===== src/rtl/crtc_pkg.sv =====
// Shared types and constants for the CRTC timing generator.
// Covers cursor mode encodings, vertical sequencing states and the sync-width-zero value.
package crtc_pkg;

    typedef enum logic [1:0] {
        CURSOR_STEADY  = 2'b00,
        CURSOR_OFF     = 2'b01,
        CURSOR_BLINK16 = 2'b10,
        CURSOR_BLINK32 = 2'b11
    } cursor_mode_t;

    typedef enum logic {
        ACTIVE_ROWS = 1'b0,
        ADJUST      = 1'b1
    } vstate_t;

    localparam int unsigned SYNC_WIDTH_ZERO = 16;

    // blink_bits[0] is frame_cnt[3], blink_bits[1] is frame_cnt[4]
    function automatic logic blink_phase(input logic [1:0] mode, input logic [1:0] blink_bits);
        case (cursor_mode_t'(mode))
            CURSOR_STEADY:  blink_phase = 1'b1;
            CURSOR_OFF:     blink_phase = 1'b0;
            CURSOR_BLINK16: blink_phase = blink_bits[0];
            CURSOR_BLINK32: blink_phase = blink_bits[1];
            default:        blink_phase = 1'b0;
        endcase
    endfunction

endpackage


===== src/rtl/crtc_sync_pulse.sv =====
// Sync pulse stretcher: raises active on start and holds it for width advance strobes.
// A width of 0 stands for SYNC_WIDTH_ZERO strobes.
module crtc_sync_pulse
    import crtc_pkg::*;
(
    input  logic       clk,
    input  logic       rst,
    input  logic       advance,
    input  logic       start,
    input  logic [3:0] width,
    output logic       active
);

    logic [3:0] remaining;
    logic [4:0] eff_width;

    always_comb begin
        eff_width = (width == '0) ? 5'(SYNC_WIDTH_ZERO) : {1'b0, width};
    end

    always_ff @(posedge clk or posedge rst) begin
        if (rst) begin
            active    <= 1'b0;
            remaining <= '0;
        end else if (advance) begin
            if (start) begin
                active    <= 1'b1;
                remaining <= 4'(eff_width - 5'd1);
            end else if (active) begin
                if (remaining == '0)
                    active <= 1'b0;
                else
                    remaining <= remaining - 4'd1;
            end
        end
    end

endmodule


===== src/rtl/crtc_timing_gen.sv =====
// 6845-style CRTC timing generator: character/row/scanline counters, video address,
// sync/active timing, frame counter and blinking hardware cursor.
module crtc_timing_gen
    import crtc_pkg::*;
#(
    parameter int unsigned CHAR_PIXELS = 8,
    parameter int unsigned H_WIDTH     = 8,
    parameter int unsigned V_WIDTH     = 7,
    parameter int unsigned RA_WIDTH    = 5,
    parameter int unsigned ADDR_WIDTH  = 12
) (
    input  logic                  pixel_clk,
    input  logic                  reset,
    input  logic [H_WIDTH-1:0]    h_char_total,
    input  logic [H_WIDTH-1:0]    h_char_displayed,
    input  logic [H_WIDTH-1:0]    h_sync_pos,
    input  logic [3:0]            h_sync_width,
    input  logic [RA_WIDTH-1:0]   v_char_height,
    input  logic [V_WIDTH-1:0]    v_char_total,
    input  logic [V_WIDTH-1:0]    v_char_displayed,
    input  logic [V_WIDTH-1:0]    v_sync_pos,
    input  logic [3:0]            v_sync_width,
    input  logic [RA_WIDTH-1:0]   v_adjust,
    input  logic [ADDR_WIDTH-1:0] start_addr,
    input  logic [ADDR_WIDTH-1:0] cursor_addr,
    input  logic [RA_WIDTH-1:0]   cursor_start,
    input  logic [RA_WIDTH-1:0]   cursor_end,
    input  logic [1:0]            cursor_mode,
    output logic                  char_tick,
    output logic [ADDR_WIDTH-1:0] ma,
    output logic [RA_WIDTH-1:0]   ra,
    output logic                  h_sync,
    output logic                  v_sync,
    output logic                  h_active,
    output logic                  v_active,
    output logic                  display_en,
    output logic                  cursor,
    output logic                  frame_start
);

    localparam int unsigned PIX_W = $clog2(CHAR_PIXELS);

    logic [PIX_W-1:0]      pix_cnt;
    logic                  running;
    logic [H_WIDTH-1:0]    h_count, nh;
    logic [RA_WIDTH-1:0]   nra;
    logic [RA_WIDTH:0]     ra_plus1;
    logic [V_WIDTH-1:0]    v_count, nv;
    vstate_t               vstate, nstate;
    logic [ADDR_WIDTH-1:0] row_start, nrs, nma;
    logic [4:0]            frame_cnt, nfc;
    logic                  new_frame, line_end;
    logic                  n_hact, n_vact, n_cursor;
    logic                  h_sync_start, v_sync_start;

    always_comb begin
        char_tick = (pix_cnt == PIX_W'(CHAR_PIXELS - 1));
    end

    // The first char_tick after reset loads the top-left position instead of advancing,
    // so frame 0 shows character 0 at start_addr for a full character time.
    always_comb begin
        nh        = h_count;
        nra       = ra;
        nv        = v_count;
        nstate    = vstate;
        nrs       = row_start;
        nfc       = frame_cnt;
        new_frame = 1'b0;
        line_end  = 1'b0;
        ra_plus1  = {1'b0, ra} + 1'b1;
        if (!running) begin
            nh        = '0;
            nra       = '0;
            nv        = '0;
            nstate    = ACTIVE_ROWS;
            nrs       = start_addr;
            new_frame = 1'b1;
            line_end  = 1'b1;
        end else begin
            line_end = (h_count >= h_char_total);
            nh       = line_end ? '0 : h_count + 1'b1;
            if (vstate == ACTIVE_ROWS && ra == v_char_height && h_count == h_char_displayed)
                nrs = row_start + ADDR_WIDTH'(h_char_displayed);
            if (line_end) begin
                if (vstate == ACTIVE_ROWS) begin
                    if (ra >= v_char_height) begin
                        nra = '0;
                        if (v_count >= v_char_total) begin
                            if (v_adjust != '0)
                                nstate = ADJUST;
                            else
                                new_frame = 1'b1;
                        end else begin
                            nv = v_count + 1'b1;
                        end
                    end else begin
                        nra = ra + 1'b1;
                    end
                end else begin
                    if (ra_plus1 >= {1'b0, v_adjust})
                        new_frame = 1'b1;
                    else
                        nra = ra + 1'b1;
                end
                if (new_frame) begin
                    nv     = '0;
                    nra    = '0;
                    nstate = ACTIVE_ROWS;
                    nrs    = start_addr;
                    nfc    = frame_cnt + 1'b1;
                end
            end
        end
    end

    always_comb begin
        nma          = nrs + ADDR_WIDTH'(nh);
        n_hact       = (nh < h_char_displayed);
        n_vact       = (nstate == ACTIVE_ROWS) && (nv < v_char_displayed);
        n_cursor     = n_hact && n_vact && (nma == cursor_addr) &&
                       (cursor_start <= nra) && (nra <= cursor_end) &&
                       blink_phase(cursor_mode, nfc[4:3]);
        h_sync_start = (nh == h_sync_pos);
        v_sync_start = (nstate == ACTIVE_ROWS) && (nra == '0) && (nv == v_sync_pos);
    end

    always_ff @(posedge pixel_clk or posedge reset) begin
        if (reset) begin
            pix_cnt     <= '0;
            running     <= 1'b0;
            h_count     <= '0;
            ra          <= '0;
            v_count     <= '0;
            vstate      <= ACTIVE_ROWS;
            row_start   <= '0;
            frame_cnt   <= '0;
            ma          <= '0;
            h_active    <= 1'b0;
            v_active    <= 1'b0;
            display_en  <= 1'b0;
            cursor      <= 1'b0;
            frame_start <= 1'b0;
        end else begin
            pix_cnt     <= char_tick ? '0 : pix_cnt + 1'b1;
            frame_start <= 1'b0;
            if (char_tick) begin
                running     <= 1'b1;
                h_count     <= nh;
                ra          <= nra;
                v_count     <= nv;
                vstate      <= nstate;
                row_start   <= nrs;
                frame_cnt   <= nfc;
                ma          <= nma;
                h_active    <= n_hact;
                v_active    <= n_vact;
                display_en  <= n_hact && n_vact;
                cursor      <= n_cursor;
                frame_start <= new_frame;
            end
        end
    end

    crtc_sync_pulse u_h_sync (
        .clk     (pixel_clk),
        .rst     (reset),
        .advance (char_tick),
        .start   (h_sync_start),
        .width   (h_sync_width),
        .active  (h_sync)
    );

    crtc_sync_pulse u_v_sync (
        .clk     (pixel_clk),
        .rst     (reset),
        .advance (char_tick && line_end),
        .start   (v_sync_start),
        .width   (v_sync_width),
        .active  (v_sync)
    );

endmodule


===== config.mk =====
export PLATFORM = sky130hd
export DESIGN_NAME = crtc_timing_gen
export DESIGN_NICKNAME = d
export VERILOG_FILES = /design/src/rtl/crtc_pkg.sv /design/src/rtl/crtc_sync_pulse.sv /design/src/rtl/crtc_timing_gen.sv
export SDC_FILE = /design/constraint.sdc
export NUM_CORES = 1
export LEC_CHECK = 0
export CAP_MARGIN = 20
export CORE_MARGIN = 2
export CORE_UTILIZATION = 30
export DETAILED_ROUTE_END_ITERATION = 12
export GPL_ROUTABILITY_DRIVEN = 0
export MAX_ROUTING_LAYER = met4
export RECOVER_POWER = 50
export SKIP_CTS_REPAIR_TIMING = 1
export SYNTH_ARGS = -nofsm -noshare
export SYNTH_HDL_FRONTEND = slang
export SYNTH_SLANG_ARGS = --single-unit

===== constraint.sdc =====
create_clock -name pixel_clk -period 5.6 [get_ports pixel_clk]
set_input_delay 1.12 -clock pixel_clk [delete_from_list [all_inputs] [get_ports pixel_clk]]
set_output_delay 1.12 -clock pixel_clk [all_outputs]
set_load 0.03 [all_outputs]

==> metrics.md <==
| Metric | Value |
|---|---|
| Status | `finished with violations` |
| Failing checks | `max-capacitance violations, max-slew violations` |
| Setup CP Type | `in2reg` |
| CTS Root Cell | `clkbuf_16` |
| Total grt overflow | `0` |
| Max_cap viols | `2` |
| Drc violations | `0` |
| Syn avg cell area | `8.72 um2` |
| Share of layout cells above drive strength 1 | `between 20% and 30%` |
| Worst vdd ir | `between 0.0001 and 0.00015 V` |
| Dpl cell area | `between 8000 and 9000 um2` |
| # nets final | `1,116` |
| Setup TNS | `0 ns` |
| Fin crit period | `between 5 and 6 ns` |
| Max Root-Sink Buffers | `2` |
| H-Tree Depth | `3` |
| Clk slew on worst S/H paths | `0.06 ns` |
| Inserted Clock Buffers | `9` |
| Initial core utilization | `30.4%` |
| Critical Path Start Type | `input port` |
| Syn. warnings | `0` |
| Crit path largest cell delay | `~0.48 ns` |
| 1st-pass router iterations | `5` |
| Clk_lat worst skew | `about 0.35 ns` |
| Syn Inst Count | `roughly 730` |
| Period utilization | `98.0%` |
| Diode count | `0` |
| Yosys top cell area share | `about 27%` |
| HPWL after DPL | `15,500 um` |
| Top post-synthesis cells by area | `dfrtp_1 (27%), ha_1 (14%), mux2_2 (5.9%), inv_1 (4.1%), xnor2_1 (4.0%)` |
| Top post-synthesis cells by count | `ha_1 (72), dfrtp_1 (69), inv_1 (69), nor2_1 (62)` |
| Post-synth cell types | `72` |
| Syn Nets | `900` |
| Post-synth EDFFs | `0` |
| DIE WIDTH | `between 100 and 150 um` |
| Slew margin rel. | `-9.68%` |
| Synth Register Bits | `69` |
| Buffers & Inverters on Critical Path | `4` |
| Antenna viol nets, final | `0` |
| Die Area | `approximately 22,000 um2` |
| Worst-margin pin slew | `about 1.6 ns` |
| WL final | `19,100 um` |
| Global-route wire length before repair | `between 30,000 and 40,000 um` |
| Antenna violations before repair | `0` |
| Fraction of registers with async set/reset | `100%` |
| Critical Path, Cell by Cell | `clkdlybuf4s50_1 -> ha_1 -> nand2b_1 -> a211o_1 -> a211o_1 -> a31oi_1 -> buf_4 -> o21ai_4 -> buf_6 -> nor2_4 -> a21oi_4 -> buf_4 -> fa_2 -> nor2b_4 -> nor3_2 -> o21bai_1 -> a21oi_2 -> o21bai_1 -> a21oi_2 -> xor2_2 -> xor2_1 -> or4_4 -> o32ai_2` |
| Cell with the most instances after synthesis | `ha_1` |
| RSZ-0062 raised after global routing | `yes` |
| Placed cell count | `1,202` |
| Global-route usage over all layers | `roughly 18%` |
| CP Data Required Time | `approximately 6 ns` |
| Core ar. | `around 21,000 um2` |
| Largest net degree at the start of global routing | `42` |
| Post-synthesis sequential area ratio | `27.3%` |
| Port Buf Inserts | `around 130` |
| Cell family with most CP delay | `compound AO/OA/AOI/OAI gates` |
| Hold slack | `roughly 0.43 ns` |
| Max stage delay cell, worst path | `or4_4` |
| Clock sinks | `69` |
| Power per cell area | `between 150 and 200 nW/um2` |
| CTS tree | `yes` |
| Die Y | `149 um` |
| Number of DRC markers in iteration 0 | `254` |
| Max Fclk | `182 MHz` |
| Std-Cell Rows | `53` |
| WP data arrival | `5.74 ns` |
| Design area | `9070 um2` |
| Via count | `between 6,000 and 7,000` |
| Top-level I/O count | `126` |
| # setup viols final | `0` |
| Post-DR wirelength/cell | `~16 um` |
| Ys flop type | `dfrtp_1` |
| Max FO, Critical Path | `8` |
| Vias in the first global route | `6,046` |
| DR vias/cell | `between 4 and 5` |
| Min-Delay Path Class | `reg2reg` |
| Post-Layout Cell Count | `1,221` |
| P&R area growth vs syn | `43.4%` |
| Leakage | `just over 4 nW` |
| Max Clock Skew | `between 0.008 and 0.009 ns` |
| Final hold vios | `0` |
| Post-Syn Area | `between 6000 and 7000 um2` |
| Post-synth top area cell | `dfrtp_1` |
| Final Max Slew Viols | `72` |
| CP Capture Type | `register` |
where the power goes:
part           switching [mW]  total (mW)  internal (mW)
sequential             0.0239       0.547          0.523
combinational           0.192       0.411          0.219
clock                   0.236       0.536          0.301
total                   0.452        1.49           1.04
metal layers:
layer,global-route usage [%],routed length (um),vias to the layer above
met2,29.1,8980,169
met1,22.8,8700,2817
met5,-,0,-
met3,3.21,1020,26
met4,5.76,439,0
li1,-,-,3047
state kept, by name, summed over array words and instances, names as in the netlist, 3 cells and up:
signal	flops
frame_cnt	5
h_count	8
ma	12
pix_cnt	3
ra	5
row_start	12
u_h_sync.remaining	4
u_v_sync.remaining	4
v_count	7
kinds of logic (layout without fill, tap and decap cells):
logic type,count (synthesis),count (layout),share of synthesized area [%]
and+or+nand+nor,222,222,17.9
AOI/OAI and AO/OA,163,163,17.7
buffers and inverters,89,310,5.36
adders and majority gates,74,74,14.9
DFF,69,69,27.3
xor gates and xnor gates,59,59,8.39
muxes,49,49,8.47
worst paths after layout:
path | start | endpoint | slack (ns) | depth (start not counted)
worst max-delay path | v_char_total[0] | cursor$_DFFE_PP0P_ | 0.11 | 23
worst min-delay path | pix_cnt[0]$_DFF_PP0_ | pix_cnt[0]$_DFF_PP0_ | 0.43 | 1
worst max register to register | ra[0]$_DFFE_PP0P_ | cursor$_DFFE_PP0P_ | 0.46 | 25
worst min register to register | pix_cnt[0]$_DFF_PP0_ | pix_cnt[0]$_DFF_PP0_ | 0.43 | 1
max in group asynchronous | reset | frame_cnt[3]$_DFFE_PP0P_ | 1.67 | 3
min in group asynchronous | reset | display_en$_DFFE_PP0P_ | 1.72 | 2
per-stage QoR:
step	total power [mW]	utilization (%)	setup WS (ns)
2_1_floorplan	0.757	-	0.0641
3_3_place_gp	0.948	41.2	-0.426
3_5_place_dp	0.951	41.2	-0.572
4_1_cts	1.49	42.5	-0.268
5_1_grt	1.57	43.6	-0.0726
6_report	1.49	43.6	0.113
cell usage in the layout, fill, tap and decap left out, types with 4 or more instances in the layout:
cell and n:
a211oi_1 10, a21o_1 12, a21oi_1 26, a21oi_2 5, a31oi_1 4, and2_1 5, and3_1 6, buf_4 96
clkbuf_16 9, clkdlybuf4s50_1 116, dfrtp_1 69, dlygate4sd3_1 9, ha_1 67, inv_1 67, mux2_2 33, mux2i_1 15
nand2_1 41, nand2b_1 10, nand3_1 21, nand4_1 13, nor2_1 59, nor2b_1 7, nor3_1 17, nor4_1 8
o2111ai_1 4, o21a_1 8, o21ai_0 35, o21ai_1 8, o21bai_1 4, o31ai_1 4, o41ai_1 4, or4_1 5
xnor2_1 27, xor2_1 28
final cells by class:
| class | instances | area [um2] |
|---|---|---|
| clock buffers | 9 | 225 |
| fillers | 2074 | 11800 |
| multi-input cells | 567 | 4460 |
| clock inverters | 7 | 50.0 |
| repair buffers | 225 | 2010 |
| well taps | 275 | 344 |
| inverters | 69 | 259 |
| flip-flops and latches | 69 | 1730 |
(Power assumes the default switching activity.)
